<file path="config.mk">
export PLATFORM = sky130hd
export DESIGN_NAME = bnn_image_loader
export DESIGN_NICKNAME = d
export VERILOG_FILES = /design/src/rtl/bnn_pkg.sv /design/src/rtl/bnn_timeout_counter.sv /design/src/rtl/bnn_image_loader.sv
export SDC_FILE = /design/constraint.sdc
export NUM_CORES = 1
export LEC_CHECK = 0
export CAP_MARGIN = 20
export CORE_ASPECT_RATIO = 1.5
export CORE_MARGIN = 1.5
export CORE_UTILIZATION = 35
export DETAILED_ROUTE_END_ITERATION = 10
export GPL_TIMING_DRIVEN = 0
export PLACE_DENSITY = 0.68
export SETUP_SLACK_MARGIN = 0.1
export SKIP_CTS_REPAIR_TIMING = 1
export SLEW_MARGIN = 40
export SYNTH_ARGS = -nofsm -noshare
export SYNTH_HDL_FRONTEND = slang
export SYNTH_SLANG_ARGS = --single-unit
</file>
<file path="constraint.sdc">
create_clock -name clk -period 15.2 [get_ports clk]
set_input_delay 3.04 -clock clk [delete_from_list [all_inputs] [get_ports clk]]
set_output_delay 3.04 -clock clk [all_outputs]
set_load 0.05 [all_outputs]
</file>
<file path="src/rtl/bnn_pkg.sv">
// Shared command codes, loader state encoding and a saturating counter helper
// for the BNN image loader.
package bnn_pkg;

    localparam logic [7:0] CMD_LOAD  = 8'hA5;
    localparam logic [7:0] CMD_ABORT = 8'h5A;

    typedef enum logic [1:0] {
        LD_IDLE,
        LD_LOAD,
        LD_HOLD
    } loader_state_t;

    function automatic logic [7:0] sat_inc8(input logic [7:0] value);
        return (value == 8'hFF) ? value : value + 8'd1;
    endfunction

endpackage

</file>
<file path="src/rtl/bnn_timeout_counter.sv">
// Inter-byte idle timer: a down-counter that is reloaded by clr and signals
// expiry on the MAX-th consecutive enabled cycle after the reload.
module bnn_timeout_counter #(
    parameter int unsigned MAX = 1_000_000
) (
    input  logic clk,
    input  logic rst,
    input  logic clr,
    input  logic en,
    output logic expired
);

    localparam int unsigned W = (MAX > 2) ? $clog2(MAX) : 1;
    localparam logic [W-1:0] RELOAD = W'(MAX - 1);

    logic [W-1:0] count_q, count_d;

    always_comb begin
        count_d = count_q;
        if (clr) begin
            count_d = RELOAD;
        end else if (en && (count_q != '0)) begin
            count_d = count_q - 1'b1;
        end
    end

    // Terminal count reached while still idle: the caller aborts this cycle.
    assign expired = en && !clr && (count_q == '0);

    always_ff @(posedge clk or posedge rst) begin
        if (rst) begin
            count_q <= RELOAD;
        end else begin
            count_q <= count_d;
        end
    end

endmodule

</file>
<file path="src/rtl/bnn_image_loader.sv">
// Command decoder and payload assembler between the UART receiver and the BNN
// core; holds a complete image behind a valid/ready handshake.
module bnn_image_loader
    import bnn_pkg::*;
#(
    parameter int unsigned IMG_BITS       = 256,
    parameter int unsigned TIMEOUT_CYCLES = 1_000_000
) (
    input  logic                clk,
    input  logic                rst,
    input  logic [7:0]          rx_data,
    input  logic                rx_valid,
    output logic [IMG_BITS-1:0] img_bits,
    output logic                img_valid,
    input  logic                img_ready,
    output logic                loader_ready,
    output logic                err_unknown,
    output logic                err_timeout,
    output logic                err_overrun,
    output logic [7:0]          err_count
);

    localparam int unsigned IMG_BYTES = IMG_BITS / 8;
    localparam int unsigned CNT_W     = (IMG_BYTES > 1) ? $clog2(IMG_BYTES) : 1;
    localparam logic [CNT_W-1:0] LAST_BYTE = CNT_W'(IMG_BYTES - 1);

    loader_state_t       state_q, state_d;
    logic [CNT_W-1:0]    byte_cnt_q, byte_cnt_d;
    logic [IMG_BITS-1:0] img_q, img_d;
    logic                img_valid_q, img_valid_d;
    logic                loader_ready_q, loader_ready_d;
    logic                err_unknown_q, err_unknown_d;
    logic                err_timeout_q, err_timeout_d;
    logic                err_overrun_q, err_overrun_d;
    logic [7:0]          err_count_q, err_count_d;

    logic                tmr_clr;
    logic                tmr_en;
    logic                tmr_expired;

    bnn_timeout_counter #(
        .MAX (TIMEOUT_CYCLES)
    ) u_timeout (
        .clk     (clk),
        .rst     (rst),
        .clr     (tmr_clr),
        .en      (tmr_en),
        .expired (tmr_expired)
    );

    always_ff @(posedge clk or posedge rst) begin
        if (rst) begin
            state_q <= LD_IDLE;
        end else begin
            state_q <= state_d;
        end
    end

    always_comb begin
        state_d = state_q;
        case (state_q)
            LD_IDLE: begin
                if (rx_valid && (rx_data == CMD_LOAD)) begin
                    state_d = LD_LOAD;
                end
            end
            LD_LOAD: begin
                if (rx_valid && (byte_cnt_q == LAST_BYTE)) begin
                    state_d = LD_HOLD;
                end else if (tmr_expired) begin
                    state_d = LD_IDLE;
                end
            end
            LD_HOLD: begin
                if (img_valid_q && img_ready) begin
                    state_d = LD_IDLE;
                end
            end
            default: state_d = LD_IDLE;
        endcase
    end

    always_comb begin
        byte_cnt_d    = byte_cnt_q;
        img_d         = img_q;
        tmr_clr       = 1'b0;
        tmr_en        = 1'b0;
        err_unknown_d = 1'b0;
        err_timeout_d = 1'b0;
        err_overrun_d = 1'b0;
        case (state_q)
            LD_IDLE: begin
                if (rx_valid) begin
                    if (rx_data == CMD_LOAD) begin
                        byte_cnt_d = '0;
                        tmr_clr    = 1'b1;
                    end else begin
                        err_unknown_d = 1'b1;
                    end
                end
            end
            LD_LOAD: begin
                if (rx_valid) begin
                    img_d[{byte_cnt_q, 3'b000} +: 8] = rx_data;
                    tmr_clr = 1'b1;
                    // Counter stops at the last slot; the exit to HOLD ends the load.
                    if (byte_cnt_q != LAST_BYTE) begin
                        byte_cnt_d = byte_cnt_q + 1'b1;
                    end
                end else begin
                    tmr_en        = 1'b1;
                    err_timeout_d = tmr_expired;
                end
            end
            LD_HOLD: begin
                err_overrun_d = rx_valid;
            end
            default: ;
        endcase
        img_valid_d    = (state_d == LD_HOLD);
        loader_ready_d = (state_d != LD_HOLD);
        err_count_d    = (err_unknown_d || err_timeout_d || err_overrun_d)
                         ? sat_inc8(err_count_q) : err_count_q;
    end

    always_ff @(posedge clk or posedge rst) begin
        if (rst) begin
            byte_cnt_q     <= '0;
            img_q          <= '0;
            img_valid_q    <= 1'b0;
            loader_ready_q <= 1'b1;
            err_unknown_q  <= 1'b0;
            err_timeout_q  <= 1'b0;
            err_overrun_q  <= 1'b0;
            err_count_q    <= 8'd0;
        end else begin
            byte_cnt_q     <= byte_cnt_d;
            img_q          <= img_d;
            img_valid_q    <= img_valid_d;
            loader_ready_q <= loader_ready_d;
            err_unknown_q  <= err_unknown_d;
            err_timeout_q  <= err_timeout_d;
            err_overrun_q  <= err_overrun_d;
            err_count_q    <= err_count_d;
        end
    end

    assign img_bits     = img_q;
    assign img_valid    = img_valid_q;
    assign loader_ready = loader_ready_q;
    assign err_unknown  = err_unknown_q;
    assign err_timeout  = err_timeout_q;
    assign err_overrun  = err_overrun_q;
    assign err_count    = err_count_q;

endmodule

</file>
==> results of run 1 <==
-- sequential cells by signal, indices dropped and copies added (netlist names) --
name               cells
img_valid              1
img_bits             256
err_unknown            1
state_q                2
err_overrun            1
byte_cnt_q             5
u_timeout.count_q     20
loader_ready           1
err_timeout            1
err_count              8
-- power by group through the flow --
stage               sequential (mW)  clock (mW)  combinational [mW]
floorplan                     0.975           0               0.205
global placement              0.899           0               0.426
detailed placement            0.902           0               0.439
CTS                           0.888       0.743               0.441
global route                  0.894       0.772               0.470
finish                        0.889       0.726               0.436
-- layer usage --
metal	share of wire [%]	vias to the layer above
met5	0	-
li1	-	3818
met2	52	233
met3	5.6	72
met1	38	4371
met4	4.1	0
-- final cells by class --
cell class	count	area (sq um)	area share (%)
flip-flops and latches	296	7423	43.66
multi-input cells	563	4917	28.92
repair buffers	284	2905	17.09
clock buffers	40	817.0	4.805
well taps	473	591.8	3.481
plain buffers	34	163.9	0.9640
clock inverters	10	131.4	0.7727
inverters	12	52.55	0.3091
-- stage by stage --
| stage | instances | instance area [sq um] |
|---|---|---|
| final | 1712 | 17000 |
| after global routing | 1712 | 17000 |
| after CTS | 1712 | 17000 |
| after detailed placement | 1662 | 16050 |
| after global placement | 1658 | 15930 |
| after floorplan | 905 | 12530 |
-- path summary, 6_finish.rpt --
| check | slack [ps] | to | cells past startpoint | from |
|---|---|---|---|---|
| worst max-delay path | 10260 | u_timeout.count_q[3]$_DFFE_PP1P_ | 7 | rx_data[3] |
| min in group asynchronous | 2870 | img_bits[12]$_DFFE_PP0P_ | 2 | rst |
| max in group asynchronous | 11010 | img_bits[190]$_DFFE_PP0P_ | 5 | rst |
| worst max register to register | 12230 | img_bits[178]$_DFFE_PP0P_ | 9 | byte_cnt_q[0]$_DFFE_PP0P_ |
| worst min register to register | 490 | img_bits[186]$_DFFE_PP0P_ | 1 | img_bits[186]$_DFFE_PP0P_ |
| worst min-delay path | 490 | img_bits[186]$_DFFE_PP0P_ | 1 | img_bits[186]$_DFFE_PP0P_ |
-- cell families (layout without fill, tap and decap cells) --
| family | Yosys count | after routing | synth area share [%] |
|---|---|---|---|
| AOI/OAI and AO/OA | 34 | 34 | 2.216 |
| buffers and inverters | 46 | 380 | 1.667 |
| and+or+nand+nor | 238 | 238 | 11.09 |
| muxes | 262 | 262 | 23.51 |
| adders and majority gates | 9 | 9 | 0.8984 |
| DFF | 296 | 296 | 59.22 |
| xor gates and xnor gates | 20 | 20 | 1.398 |
-- layout by cell type (no fill, tap or decap), types with 13 or more instances in the layout --
cell,synthesis,final
nor2_1,52,52
dfrtp_1,283,283
nand3_1,15,15
and3_1,32,32
clkbuf_16,0,29
clkbuf_1,18,24
dfstp_2,13,13
nand2_2,19,19
nand2_1,35,35
and2_1,21,21
clkdlybuf4s50_1,0,280
mux2_2,248,248
==> flow_metrics.env, run 1 <==
export IMPL_status="finished clean"
export IMPL_antenna_found_initial=0
export IMPL_crit_buf_inv=2
export IMPL_cts_buffers=29
export IMPL_tightest_slew_ps=777.5
export IMPL_seq_power_share_pct=43.3
export IMPL_clockBufferDepth=3
export IMPL_dp_hpwl_microns=26800
export IMPL_grt_met2_usage_pct=34.60
export IMPL_grt_max_degree=79
export IMPL_slew_headroom_pct=47.88
export IMPL_grtUsageMet3_pct=3.947
export IMPL_hold_violations=0
export IMPL_power_density_mw_per_mm2=120.6
export IMPL_fill_cells=3109
export IMPL_htreeDepth=1
export IMPL_drive_gt1_share_pct=29.54
export IMPL_wl_per_cell_microns=21.10
export IMPL_clock_root_buffer="clkbuf_16"
export IMPL_sw_frac_of_total_pct=31.69
export IMPL_arrival_ps=5410
export IMPL_synthFlopType="dfrtp_1"
export IMPL_max_stage_delay_ps=660
export IMPL_power_mw=2.051
export IMPL_ys_ff_latch=296
export IMPL_hold_path_class="flop to flop"
export IMPL_grt_busiest_layer="met2"
export IMPL_first_global_vias=8901
export IMPL_use_met1_pct=22.87
export IMPL_clk_latency_ps=550
export IMPL_clock_skew_final_ps=9.747
export IMPL_die_w_microns=157.5
export IMPL_hold_slack_ps=492.0
export IMPL_synthTopCellsByArea="dfrtp_1 56%, mux2_2 22%, dfstp_2 2.7%"
export IMPL_path_cells="clkdlybuf4s50_1 > or2_2 > nor3_1 > o21a_1 > buf_1 > nor2_1 > mux2i_1"
export IMPL_synth_most_common_cell="dfrtp_1"
export IMPL_io_pins=281
export IMPL_grt_overflow=0
export IMPL_synth_area_leader_cell="dfrtp_1"
export IMPL_p_switching_mw=0.6500
export IMPL_period_minus_slack_ps=4937
export IMPL_max_freq_mhz=202.6
export IMPL_synth_avg_cell_area_sq_um=13.85
export IMPL_synthCells=905
export IMPL_viasPerCell=4.961
export IMPL_port_buffer_count=280
export IMPL_ys_async_sr_fraction_pct=100.0
export IMPL_grt_pass1_wl_microns=54930
export IMPL_p_leak_nw=7.961
export IMPL_final_max_slew_viol_count=0
export IMPL_grt_usage_pct=19.60
export IMPL_setup_slack_ps=10260
export IMPL_cts_tree="done"
export IMPL_p_clk_share_pct=35.4
export IMPL_slowest_stage="clkdlybuf4s50_1"
export IMPL_finalSetupViolCount=0
export IMPL_rows=84
export IMPL_setup_tns_ps=0
export IMPL_num_antenna_cells=0
export IMPL_dr_first_iter_drc_count=352
export IMPL_area_delta_synth_final_pct=35.65
export IMPL_coreArea_sq_mm=0.03521
export IMPL_drc_errors=0
export IMPL_wl_microns=36120
export IMPL_p_comb_share_pct=21.2
export IMPL_end_kind="flop"
export IMPL_p_int_mw=1.401
export IMPL_crit_family="buffers and inverters"
export IMPL_synth_top_area_share_pct=56.50
export IMPL_yosys_cell_types_count=55
export IMPL_post_place_ws_ps=9684
export IMPL_gp_congestion=0.8204
export IMPL_synth_edf_count=0
export IMPL_first_pass_iters=4
export IMPL_clkTransAtPathRegs_ps=60
export IMPL_clkSinkCount=296
export IMPL_yosysSeqAreaShare_pct=59.22
export IMPL_initial_core_util_pct=35.60
export IMPL_startpoint_type="input pin"
export IMPL_fin_nets=1241
export IMPL_critPathKind="input pin to flop"
export IMPL_peakVddDrop_uv=95.00
export IMPL_synth_warning_count=0
export IMPL_dr_total_vias=8494
export IMPL_finish_utilization_pct=48.29
export IMPL_netlist_area_sq_mm=0.01253
export IMPL_maxCapViolCount=0
export IMPL_period_share_pct=32.48
export IMPL_required_ps=15680
export IMPL_die_h_microns=234.8
export IMPL_drtAntennaViolNets=0
export IMPL_rsz0062_at_grt="false"
export IMPL_synth_nets=926
export IMPL_dieArea_sq_mm=0.03698
export IMPL_cp_max_fo=10
export IMPL_yosys_top_cells_count="283 x dfrtp_1, 248 x mux2_2, 52 x nor2_1, 35 x nand2_1, 32 x and3_1"
No activity file was read; power rests on OpenSTA's default activity.
==> run 2: changes to the inputs <==
clock period = 4.9 ns   (was 15.2 ns; I/O delays follow)
==> run 2 against run 1 <==
Against the previous run: global-route usage rose by 0.51 points; register-to-register slack worse by 10000 ps; wire length grew 1.1%; die area did not move; flip-flop and latch count did not move; critical path type unchanged; critical endpoint is now byte_cnt_q[2]$_DFFE_PP0P_.
==> flow_metrics.env, run 2 (same netlist as run 1, synthesis figures left out) <==
export IMPL_seq_power_share_pct=43.1
export IMPL_final_common_cell="dfrtp_1"
export IMPL_largest_register_ffs=256
export IMPL_startpoint_type="input pin"
export IMPL_dr_first_iter_drc_count=313
export IMPL_maxCapViolCount=0
export IMPL_status="finished clean"
export IMPL_drive_gt1_share_pct=29.95
export IMPL_p_comb_share_pct=21.3
export IMPL_wl_per_cell_microns=21.17
export IMPL_htreeDepth=1
export IMPL_required_ps=5390
export IMPL_p_switching_mw=2.009
export IMPL_area_delta_synth_final_pct=37.63
export IMPL_end_kind="flop"
export IMPL_coreArea_sq_mm=0.03521
export IMPL_fin_nets=1251
export IMPL_viasPerCell=4.944
export IMPL_p_leak_nw=8.060
export IMPL_gp_congestion=0.7914
export IMPL_dp_hpwl_microns=27390
export IMPL_grt_max_degree=28
export IMPL_grt_usage_pct=20.11
export IMPL_slew_headroom_pct=48.97
export IMPL_fill_cells=3117
export IMPL_period_minus_slack_ps=2951
export IMPL_first_pass_iters=4
export IMPL_clock_skew_final_ps=8.599
export IMPL_finalSetupViolCount=0
export IMPL_finish_utilization_pct=49.00
export IMPL_max_freq_mhz=338.9
export IMPL_rsz0062_at_grt="false"
export IMPL_clockBufferDepth=3
export IMPL_critPathKind="input pin to flop"
export IMPL_first_global_vias=9052
export IMPL_antenna_found_initial=1
export IMPL_tightest_slew_ps=765.4
export IMPL_drtAntennaViolNets=0
export IMPL_cp_max_fo=10
export IMPL_die_h_microns=234.8
export IMPL_arrival_ps=3440
export IMPL_power_density_mw_per_mm2=370.7
export IMPL_cts_buffers=29
export IMPL_rows=84
export IMPL_die_w_microns=157.5
export IMPL_clkSinkCount=296
export IMPL_p_int_mw=4.387
export IMPL_dieArea_sq_mm=0.03698
export IMPL_drc_errors=0
export IMPL_period_share_pct=60.22
export IMPL_peakVddDrop_uv=311.0
export IMPL_hold_path_class="flop to flop"
export IMPL_wl_microns=36520
export IMPL_final_max_slew_viol_count=0
export IMPL_clk_latency_ps=550
export IMPL_setup_slack_ps=1949
export IMPL_cts_tree="done"
export IMPL_post_place_ws_ps=1439
export IMPL_p_clk_share_pct=35.6
export IMPL_io_pins=281
export IMPL_clock_root_buffer="clkbuf_16"
export IMPL_sw_frac_of_total_pct=31.41
export IMPL_grt_pass1_wl_microns=56010
export IMPL_grt_overflow=0
export IMPL_dr_total_vias=8529
export IMPL_port_buffer_count=280
export IMPL_initial_core_util_pct=35.60
export IMPL_clkTransAtPathRegs_ps=60
export IMPL_layout_common_cells="283 x dfrtp_1, 280 x clkdlybuf4s50_1, 248 x mux2_2"
export IMPL_num_antenna_cells=0
export IMPL_hold_violations=0
run 2: layer usage:
layer	global-route usage, %	wire length (microns)	up-vias
met5	0	9	-
met4	8.433	1591	2
met3	4.426	1982	70
met2	35.50	19060	229
met1	23.17	13880	4374
li1	-	-	3854
run 2: metrics by stage:
| step | std cells | hold slack [ps] | instance area [sq um] | setup TNS, ps | power (mW) |
|---|---|---|---|---|---|
| floorplan | 905 | 486.9 | 12540 | -139.5 | 3.662 |
| global route | 1725 | 513.5 | 17250 | 0 | 6.711 |
| CTS | 1725 | 499.7 | 17250 | 0 | 6.487 |
| global placement | 1658 | 475.7 | 15930 | -584390 | 4.113 |
| finish | 1725 | 497.8 | 17250 | 0 | 6.396 |
| detailed placement | 1672 | 484.8 | 16280 | 0 | 4.179 |
run 2: cell type report:
type                            count  area (sq um)  area share (%)
Tap cell                          473         591.8           3.431
Timing Repair Buffer              294          3138           18.19
Sequential cell                   296          7423           43.03
Clock inverter                      8         122.6          0.7108
Buffer                             34         163.9          0.9501
Multi-Input combinational cell    563          4917           28.50
Clock buffer                       45         845.8           4.903
Inverter                           12         48.80          0.2829
run 2: worst max-delay path, cell delays in order:
cell,delay (ps)
clkdlybuf4s50_1,680
nand4b_1,360
nor3_1,380
o21ai_0,200
clkbuf_1,310
o41ai_1,340
a22o_1,190
run 2: final timing paths:
check                                     startpoint                   endpoint  slack [ps]  cells after the start
max                                       rx_data[6]  byte_cnt_q[2]$_DFFE_PP0P_        1950                      7
max reg2reg                byte_cnt_q[0]$_DFFE_PP0P_   img_bits[50]$_DFFE_PP0P_        1990                      9
min reg2reg                img_bits[187]$_DFFE_PP0P_  img_bits[187]$_DFFE_PP0P_         500                      1
min                        img_bits[187]$_DFFE_PP0P_  img_bits[187]$_DFFE_PP0P_         500                      1
min in group asynchronous                        rst  img_bits[118]$_DFFE_PP0P_         800                      2
max in group asynchronous                        rst  img_bits[248]$_DFFE_PP0P_        2480                      9
run 2: power groups by stage:
stage               sequential [mW]  combinational [mW]  clock, mW
CTS                            2.75                1.39       2.35
global placement               2.79                1.32          0
floorplan                      3.03               0.637          0
detailed placement             2.80                1.38          0
finish                         2.76                1.37       2.28
global route                   2.78                1.48       2.45
